**config.mk**
```make
export PLATFORM = sky130hd
export DESIGN_NAME = mux_rr_pipe
export DESIGN_NICKNAME = d
export VERILOG_FILES = /design/src/rtl/mux_rr_pipe.sv
export SDC_FILE = /design/constraint.sdc
export NUM_CORES = 1
export LEC_CHECK = 0
export BUFFER_PORTS_ARGS = -buffer_cell sky130_fd_sc_hd__buf_2
export CORE_ASPECT_RATIO = 1.2
export CORE_UTILIZATION = 25
export DETAILED_ROUTE_END_ITERATION = 10
export PLACE_DENSITY = 0.63
export SLEW_MARGIN = 40
export SYNTH_ARGS = -nofsm -noshare
export SYNTH_HDL_FRONTEND = slang
export SYNTH_SLANG_ARGS = --single-unit
```
**constraint.sdc**
```tcl
create_clock -name CLK -period 1.8 [get_ports CLK]
set_clock_uncertainty 0.1 [all_clocks]
set_input_delay 0.18 -clock CLK [delete_from_list [all_inputs] [get_ports CLK]]
set_output_delay 0.18 -clock CLK [all_outputs]
set_load 0.005 [all_outputs]
```
**src/rtl/mux_rr_pipe.sv**
```systemverilog
// mux_rr_pipe: N-channel valid/ready multiplexer with fixed or round-robin
// selection feeding a single registered output stage.
module mux_rr_pipe #(
    parameter  int K = 24,
    parameter  int N = 4,
    localparam int S = $clog2(N)
) (
    input  logic           CLK,
    input  logic           RST,
    input  logic [N*K-1:0] IN_DATA,
    input  logic [N-1:0]   IN_VALID,
    output logic [N-1:0]   IN_READY,
    input  logic           MODE,
    input  logic [S-1:0]   SEL,
    output logic [K-1:0]   O,
    output logic           O_VALID,
    input  logic           O_READY,
    output logic [S-1:0]   O_SRC
);
    logic [K-1:0] ch [N];
    logic [K-1:0] o_d, o_q;
    logic [S-1:0] src_d, src_q;
    logic [S-1:0] ptr_d, ptr_q;
    logic         o_valid_d, o_valid_q;
    logic         load;
    logic         gnt_vld;
    logic [S-1:0] gnt_idx;
    logic [S-1:0] cand;
    logic [N-1:0] in_ready;

    for (genvar i = 0; i < N; i++) begin : g_ch
        assign ch[i] = IN_DATA[i*K +: K];
    end

    assign load = !o_valid_q || O_READY;

    // Round-robin search starts at ptr_q and wraps; the first valid channel wins.
    always_comb begin
        gnt_vld = 1'b0;
        gnt_idx = '0;
        cand    = '0;
        if (!MODE) begin
            gnt_vld = (32'(SEL) < N) && IN_VALID[SEL];
            gnt_idx = SEL;
        end else begin
            for (int j = 0; j < N; j++) begin
                cand = S'((32'(ptr_q) + 32'(j)) % N);
                if (!gnt_vld && IN_VALID[cand]) begin
                    gnt_vld = 1'b1;
                    gnt_idx = cand;
                end
            end
        end
    end

    always_comb begin
        in_ready = '0;
        if (!RST && load && gnt_vld) in_ready[gnt_idx] = 1'b1;
    end

    always_comb begin
        o_d       = o_q;
        src_d     = src_q;
        ptr_d     = ptr_q;
        o_valid_d = o_valid_q;
        if (load) begin
            o_valid_d = gnt_vld;
            if (gnt_vld) begin
                o_d   = ch[gnt_idx];
                src_d = gnt_idx;
                if (MODE) ptr_d = (gnt_idx == S'(N - 1)) ? '0 : gnt_idx + S'(1);
            end
        end
    end

    always_ff @(posedge CLK) begin
        if (RST) begin
            o_q       <= '0;
            src_q     <= '0;
            ptr_q     <= '0;
            o_valid_q <= 1'b0;
        end else begin
            o_q       <= o_d;
            src_q     <= src_d;
            ptr_q     <= ptr_d;
            o_valid_q <= o_valid_d;
        end
    end

    assign IN_READY = in_ready;
    assign O        = o_q;
    assign O_SRC    = src_q;
    assign O_VALID  = o_valid_q;
endmodule
```
Word level (Yosys, flattened, before mapping) --
Index checks and enable logic that the tools add are counted.
Operators by class: $add $sub $neg 4, $mul 0, div/mod/pow operators 0, order comparisons 8, equality and inequality tests 1, shifts and indexed selects 0, muxes and demuxes 30, bitwise operators 1, reductions and logical operators 14
Operators with widths (count):
- $bmux W24 S2 | 1
- $mux W24 | 2
- $lt A2 B3 Y1 const B | 6
- $mux W1 | 14
- $mux W2 | 6
- $bmux W1 S2 | 5
- $logic_and A1 B1 Y1 | 6
- $logic_not A1 Y1 | 5
- $add A2 B1 Y2 const B | 2
- $add A2 B2 Y2 const B | 2
- $mux W4 | 1
- $ge A3 B3 Y1 const B | 1
- $not A2 Y3 | 1
- $reduce_and A3 Y1 | 1
- $demux W1 S2 | 1
- $eq A2 B2 Y1 const B | 1
- $ge A2 B1 Y1 const B | 1
- $reduce_and A2 Y1 | 1
- $logic_or A1 B1 Y1 | 1
Word-level totals: register bits after elaboration 29, bits in latches 0, bits in writable memories 0, memory bits (read-only) 0, bits of input ports 106, output and inout bits 31, logic and storage cells 62, memories 0

Depth between registers and ports, before layout --
Gate-level depths: netlist of run 1.
depth after elaboration 21, depth in mapped cells 10, depth with buffers taken out 9

Least setup slack after synthesis of run 1 --
No wires, ideal clock.
path type reg-to-reg, start point reg ptr_q[1], end point reg ptr_q[1], library setup time 114 ps, arrival 1656 ps, data required time 1586 ps, setup slack -70 ps, cell stages (with the launch flop) 11, buffers on the path 1, period minus slack after synthesis 1870 ps, cell sequence dfxtp_1 -> and4bb_1 -> a21oi_2 -> nand4_2 -> nand2_4 -> inv_6 -> buf_8 -> ha_1 -> nor2_1 -> a21oi_1 -> nor2_1
On the way: cells in the longest elaborated chain, start to end 18, elaborated cells on any way between the ends 34, classes of those cells add/sub: 4; eq/ne: 1; mux: 22; reduce/logical: 7
RTL lines:
- start: declaration | RTL line 23 | logic [S-1:0] ptr_d, ptr_q;
- start signal: assignment | RTL line 85 | ptr_q <= ptr_d;
- $bmux W1 S2 | RTL line 48 | if (!gnt_vld && IN_VALID[cand]) begin
- $mux W1 (not written as such) | RTL line 48
- $mux W1 | RTL line 48
- $mux W1 | RTL line 42 | if (!MODE) begin
- $logic_not A1 Y1 | RTL line 48
- $logic_and A1 B1 Y1 | RTL line 48
- $mux W1 | RTL line 48
- $mux W1 | RTL line 42
- [2 not listed]
- $mux W1 | RTL line 48
- $mux W1 | RTL line 42
- $logic_not A1 Y1 | RTL line 48
- $logic_and A1 B1 Y1 | RTL line 48
- $mux W2 | RTL line 48
- $mux W2 | RTL line 42
- $add A2 B1 Y2 or $eq A2 B2 Y1 (tied branches) | RTL line 71 | if (MODE) ptr_d = (gnt_idx == S'(N - 1)) ? '0 : gnt_idx + S'(1);
- $mux W2 | RTL line 71
Parallel ways exist; a longest one is shown, timed or not. The select of a mux whose other input is x is not followed. A chain may end at the register's enable or synchronous reset.

Worst setup path in the final report of run 1 --
start point reg ptr_q[0], end point out IN_READY[2]
On the way: cells in the longest elaborated chain, start to end 21, elaborated cells on any way between the ends 37, classes of those cells add/sub: 3; order compare: 2; mux: 24; reduce/logical: 8
RTL lines:
- $bmux W1 S2 | RTL line 48
- $mux W1 (not written as such) | RTL line 48
- $mux W1 | RTL line 48
- $mux W1 | RTL line 42
- $logic_not A1 Y1 | RTL line 48
- $logic_and A1 B1 Y1 | RTL line 48
- $mux W1 | RTL line 48
- $mux W1 | RTL line 42
- [5 not listed]
- $logic_and A1 B1 Y1 | RTL line 48
- $mux W2 | RTL line 48
- $mux W2 | RTL line 42
- $lt A2 B3 Y1 (not written as such) or $ge A2 B1 Y1 (tied branches) | RTL line 58 | if (!RST && load && gnt_vld) in_ready[gnt_idx] = 1'b1;
- $logic_and A1 B1 Y1 (not written as such) | RTL line 58
- $mux W1 (not written as such) | RTL line 58
- $demux W1 S2 | RTL line 58
- $mux W4 (*) | RTL line 58
- end: declaration | RTL line 12 | output logic [N-1:0] IN_READY,
Mark *: on every way between the ends. The rest lies on a longest branch, timed or not. The select of a mux whose other input is x is not followed.

==> results of run 1 <==
## registers in the layout, summed over array words and instances, names as in the netlist
| signal | cells |
|---|---|
| O_SRC | 2 |
| ptr_q | 2 |
| O | 24 |
| O_VALID | 1 |
## routing by layer
metal  wire length [microns]  vias up  share of wire  global-route usage
met4                      85        0          0.011              0.0495
met5                       0        -              0                   0
met1                    3330     1185           0.42               0.183
met3                     355        4          0.044              0.0247
met2                    4210       85           0.53               0.305
li1                        -     1238              -                   -
## power breakdown
part           total [mW]  switching (mW)  internal, mW
registers           0.776          0.0484         0.727
logic                1.15           0.488         0.657
clock network       0.531           0.263         0.268
## worst reg2reg max path, stage by stage, from the launching register on
cell,delay [ns]
dfxtp_4,0.37
and4bb_2,0.23
o211ai_2,0.19
o21a_2,0.19
nand2_4,0.07
inv_8,0.07
buf_12,0.10
buf_12,0.11
clkbuf_16,0.15
mux2i_4,0.22
o211ai_2,0.08
## final timing paths
path | start | to | slack [ns] | cells after the start
worst max-delay path | ptr_q[0] | IN_READY[2] | -0.28 | 8
worst min-delay path | IN_DATA[82] | O[10] | 0.09 | 3
worst max register to register | ptr_q[0] | O[23] | -0.21 | 10
worst min register to register | O[21] | O[21] | 0.37 | 2
## final cells by class
type	instances	area, sq um	area share
Clock inverter	2	10.0	0.00256
Clock buffer	6	72.6	0.0185
Timing Repair Buffer	179	1240	0.317
Tap cell	120	150	0.0383
Sequential cell	29	588	0.150
Inverter	3	18.8	0.00479
Multi-Input combinational cell	195	1840	0.469
## cell families after synthesis
family | after synthesis | share of synthesized area
DFF | 29 | 0.249
AOI/OAI and AO/OA | 83 | 0.367
buffers and inverters | 20 | 0.0584
adders and majority gates | 1 | 0.00536
and+or+nand+nor | 82 | 0.191
muxes | 29 | 0.130
## synth_stat cells (2+ instances only)
cell       n  area [sq um]
a21bo_2    2          20.0
a21bo_4   19           309
a21oi_1    4          20.0
buf_2      6          30.0
buf_4      3          22.5
buf_6      2          22.5
buf_8      2          30.0
clkbuf_1   4          15.0
dfxtp_1   29           581
inv_1      2          7.51
mux2i_1   28           280
nand2_1   24          90.1
nand2b_1   2          12.5
nand3_1   24           120
nor2_1    12          45.0
nor2b_1    3          18.8
o211ai_1   3          22.5
o211ai_2  20           250
o21ai_0   24           120
o21ai_1    2          10.0
or2b_1     3          22.5
## cells in the final DEF, fill, tap and decap left out, drive strengths merged, types with 2 or more instances in the layout
cell | synthesis | routed
and4bb | 2 | 2
nor2b | 4 | 4
or2b | 3 | 3
nor2 | 13 | 13
o211ai | 23 | 23
a21oi | 5 | 5
buf | 13 | 177
and2 | 2 | 2
mux2i | 28 | 28
dfxtp | 29 | 29
clkbuf | 4 | 7
nand2b | 2 | 2
nand2 | 26 | 26
o21ai | 26 | 26
nand3 | 24 | 24
inv | 3 | 3
a21bo | 22 | 22
and3 | 2 | 2
clkinv | 0 | 2
## through the flow
stage          setup slack (ns)  setup TNS [ns]   util  instances  power, mW
2_1_floorplan           -0.0461         -0.0610      -        244       1.30
3_3_place_gp             -0.140           -2.56  0.375        510       1.70
3_5_place_dp             -0.139           -3.18  0.375        510       1.71
4_1_cts                  -0.294           -5.05  0.416        530       2.41
5_1_grt                  -0.349           -7.77  0.434        534       2.60
6_report                 -0.276           -5.15  0.434        534       2.45
## repair_timing
item	CTS	global route
buffers inserted	11	3
gates resized for setup	30	22
pin swaps	5	5
gates cloned	1	1
setup endpoints to repair	29	30
==> results.md, run 1 <==
- Worst Tran Pin Value: 0.351 ns
- Die X: about 90 microns
- Via Count: roughly 2500
- Startpoint types: register
- Drc violations: 0
- Post-Place Cell Area: roughly 0.0034 sq mm
- CP max stage delay: 0.36 ns
- P&R area growth vs syn: 67.8%
- Diodes inserted: 0
- Die ar.: between 0.009 and 0.01 sq mm
- Hold Violations, Final: 0
- GRT Total Usage: 0.161
- DR pass1 iterations: 4
- Syn_nets: ~350
- Critical setup path kind: register to primary output
- YS warnings: 0
- Final HPWL DP: around 5700 microns
- Crit path max-delay cell type: dfxtp_4
- VDD IR max: between 200 and 250 uV
- Syn Inst Count: roughly 240
- Final #Nets: 520
- H-tree depth: 2
- Min Tclk post-route: about 2.1 ns
- Delay-heaviest family, CP: simple AND/OR/NAND/NOR gates
- Worst hold slack: between 0.09 and 0.1 ns
- Die H: 108 microns
- Congestion Overflow GR: 0
- 1st-iter DRT viols: between 100 and 150
- Clock tree from TritonCTS: done
- CTS buffer count: 5
- Clk Latency, worst-skew pair: 0.28 ns
- Final Wtd Congestion: 0.873
- RSZ-0062 raised after global routing: true
- First-pass GRT wire length: 12300 microns
- Syn Area/Cell: approximately 9.6 sq um
- Vias in the first global route: between 2000 and 3000
- WP buf/inv: 3
- Post-synthesis cell type count: 47
- Filler cells: 881
- Setup violations, final: 29
- Max Root-Sink Buffers: 2
- PortBufs: roughly 140
- Worst Path Arrival: approximately 1.8 ns
- Ys flop type: dfxtp_1
- Leak: approximately 1.8 nW
- Hold-fix buffers at CTS: 0
- Hold Crit Class: primary input to register
- DR WL/cell: ~15 microns
- Critical-path cell list: or2b_1 > a21boi_2 > o32ai_4 > buf_12 > inv_2 > ha_4 > and3_4 > buf_6
- Core area: between 0.009 and 0.01 sq mm
- Rel. slew slack: 0.763
- WP data required: about 1.5 ns
- Yosys reg bits: 29
- CP Max Fanout: 6
- Post-synthesis cell area: between 0.002 and 0.0025 sq mm
- CTS clk-pin slew, worst paths: around 0.070 ns
- Row Count: 38
- Root buffer selected by CTS: clkbuf_8
- Slew Viols, Final: 0
- Final setup margin: -0.276 ns
- Routed Antenna Nets: 0
- IO Count: 137
- Fmax: 482 MHz
- Vias per cell: roughly 4.7
- Critical Path End Type: primary output
- Share of cells above drive strength 1: 0.669
- Seq/Total Area, Yosys: 0.249
- FFs w/ async S/R, synth: 0
- Failing checks: setup timing
- Pin count of the biggest net entering global routing: 25
- Pwr per Cell Area: between 600 and 700 mW/mm^2
- Initial Utilization: 0.258
- # clock sinks: 29
- EDFF count, synth: 0
- Max-cap viol count: 0
- Post-route cell area: 0.00392 sq mm
- Status: finished with violations
- Total Routed Length: 7980 microns
- Antenna violations before repair: 0
- Fin crit share: 1.15
Note: power is estimated with default switching activity, not from simulation.
==> run 2: changes to the inputs <==
--- a/config.mk
+++ b/config.mk
@@ -10,6 +10,7 @@
 export CORE_UTILIZATION = 25
 export DETAILED_ROUTE_END_ITERATION = 10
 export PLACE_DENSITY = 0.63
+export RECOVER_POWER = 50
 export SLEW_MARGIN = 40
 export SYNTH_ARGS = -nofsm -noshare
 export SYNTH_HDL_FRONTEND = slang
==> run 2 against run 1 <==
Compared with the run above: the run still ends with setup timing left; sequential share of layout area about the same; critical path depth unchanged; routed wire length about the same; clock-buffer cell count unchanged; register-to-register slack about the same; non-clock buffer count unchanged; final cell count unchanged; sequential power about the same; setup slack about the same; largest cell class unchanged.
==> results.md, run 2 (synthesis gave the netlist of run 1 again) <==
- Number of flip-flops under the largest register name: 24 (unchanged)
- Post-route cell area: 0.00391 sq mm (-0.19%)
- RSZ-0062 raised after global routing: true
- Commonest non-fill, non-tap cells in the layout: buf_2 (129), dfxtp_1 (27), o21ai_0 (24), nand3_1 (24), nand2_1 (23)
- Hold-fix buffers at CTS: 0 (unchanged)
- Diodes inserted: 0 (unchanged)
- Congestion Overflow GR: 0 (unchanged)
- Post-Place Cell Area: 0.00339 sq mm (unchanged)
- CP Max Fanout: 6 (unchanged)
- Final #Nets: 520 (unchanged)
- Total Routed Length: 7980 microns (about the same)
- Final cell count without fillers: 534 (unchanged)
- Hold Violations, Final: 0 (unchanged)
- Share of cells above drive strength 1: 0.655 (-0.0145)
- CTS clk-pin slew, worst paths: 0.07 ns (about the same)
- Routed Antenna Nets: 0 (unchanged)
- PortBufs: 136 (unchanged)
- Hold Path Stages: 3 (unchanged)
- WP data required: 1.52 ns (about the same)
- Worst hold slack: 0.0910 ns (-0.000203 ns)
- Vias in the first global route: 2540 (unchanged)
- R2R depth: 10 (unchanged)
- Final Util: 0.433 (-0.000831)
- Startpoint types: register
- IO Count: 137 (unchanged)
- Vias per cell: 4.72 (+0.28%)
- Final HPWL DP: 5730 microns (unchanged)
- Hold Crit Class: primary input to register
- Root buffer selected by CTS: clkbuf_8
- Critical setup path kind: register to primary output
- Most common cell after layout, fill and taps aside: buf_2
- Fin crit share: 1.15 (about the same)
- Status: finished with violations
- Max Root-Sink Buffers: 2 (unchanged)
- Filler cells: 881 (unchanged)
- Pwr per Cell Area: 626 mW/mm^2 (about the same)
- Tot Pwr: 2.45 mW (-0.16%)
- First-pass GRT wire length: 12300 microns (unchanged)
- Clk Latency, worst-skew pair: 0.28 ns (about the same)
- Final Wtd Congestion: 0.873 (unchanged)
- 1st-iter DRT viols: 103 (+0.98%)
- Dpl cells: 510 (unchanged)
- Slew Viols, Final: 0 (unchanged)
- # clock sinks: 29 (unchanged)
- H-tree depth: 2 (unchanged)
- Die ar.: 0.00973 sq mm (unchanged)
- Failing checks: setup timing
- DR WL/cell: 14.9 microns (about the same)
- Antenna violations before repair: 0 (unchanged)
- Drc violations: 0 (unchanged)
- P&R area growth vs syn: 67.5%
- CTS buffer count: 5 (unchanged)
- Rel. slew slack: 0.763 (unchanged)
- Min Tclk post-route: 2.08 ns (+0.000127 ns)
- Critical Path End Type: primary output
- Initial Utilization: 0.258 (unchanged)
- Die H: 108 microns (unchanged)
- Clock tree from TritonCTS: done
- VDD IR max: 235 uV (about the same)
- Fmax: 482 MHz (about the same)
- Leak: 1.77 nW (-1.3%)
- Max-cap viol count: 0 (unchanged)
- Worst Path Arrival: 1.80 ns (about the same)
- Row Count: 38 (unchanged)
- Setup tns final: -5.15 ns (-0.00181 ns)
- Setup violations, final: 29 (unchanged)
- Die X: 90.2 microns (unchanged)
- Pin count of the biggest net entering global routing: 25 (unchanged)
- Worst Tran Pin Value: 0.351 ns (unchanged)
- Setup slack at placement: -0.139 ns (unchanged)
- GRT Total Usage: 0.161 (unchanged)
- Core area: 0.00903 sq mm (unchanged)
- Final setup margin: -0.276 ns (-0.000127 ns)
- Via Count: 2519 (+0.28%)
- DR pass1 iterations: 4 (unchanged)
## run 2: area by class of cell
type	instances	area, sq um	share of cell area
Timing Repair Buffer	179	1230	0.316
Tap cell	120	150	0.0384
Inverter	3	18.8	0.00480
Clock buffer	6	72.6	0.0186
Multi-Input combinational cell	195	1840	0.470
Sequential cell	29	588	0.150
Clock inverter	2	10.0	0.00256
## run 2: report_power, final
part / internal [mW] / leakage (nW) / switching, mW
Sequential: 0.727 / 0.241 / 0.0490
Clock: 0.268 / 0.0450 / 0.263
Combinational: 0.653 / 1.48 / 0.488
## run 2: worst paths after layout
check / start / slack [ns] / endpoint
max: ptr_q[0] / -0.28 / IN_READY[2]
min: IN_DATA[82] / 0.09 / O[10]
max reg2reg: ptr_q[0] / -0.21 / O[23]
min reg2reg: O[21] / 0.37 / O[21]
## run 2: repair_timing
item	in CTS	in global routing
buffers inserted	11	3
cloned	1	1
resized for setup	30	22
hold endpoints to repair	0	0
pin swaps	5	5
endpoints found under the setup margin	29	30
## run 2: layer usage
| metal | GRT usage | vias to the layer above | wire length, microns |
|---|---|---|---|
| met5 | 0 | - | 0 |
| met1 | 0.183 | 1192 | 3330 |
| met2 | 0.305 | 85 | 4210 |
| met4 | 0.0495 | 0 | 85 |
| li1 | - | 1238 | - |
| met3 | 0.0247 | 4 | 355 |
## run 2: critical path, cell delays in order (launching register included)
cell,delay (ns)
dfxtp_4,0.36
or2b_1,0.24
a21boi_2,0.20
o32ai_4,0.12
buf_12,0.15
inv_2,0.07
ha_4,0.12
and3_4,0.17
buf_6,0.09
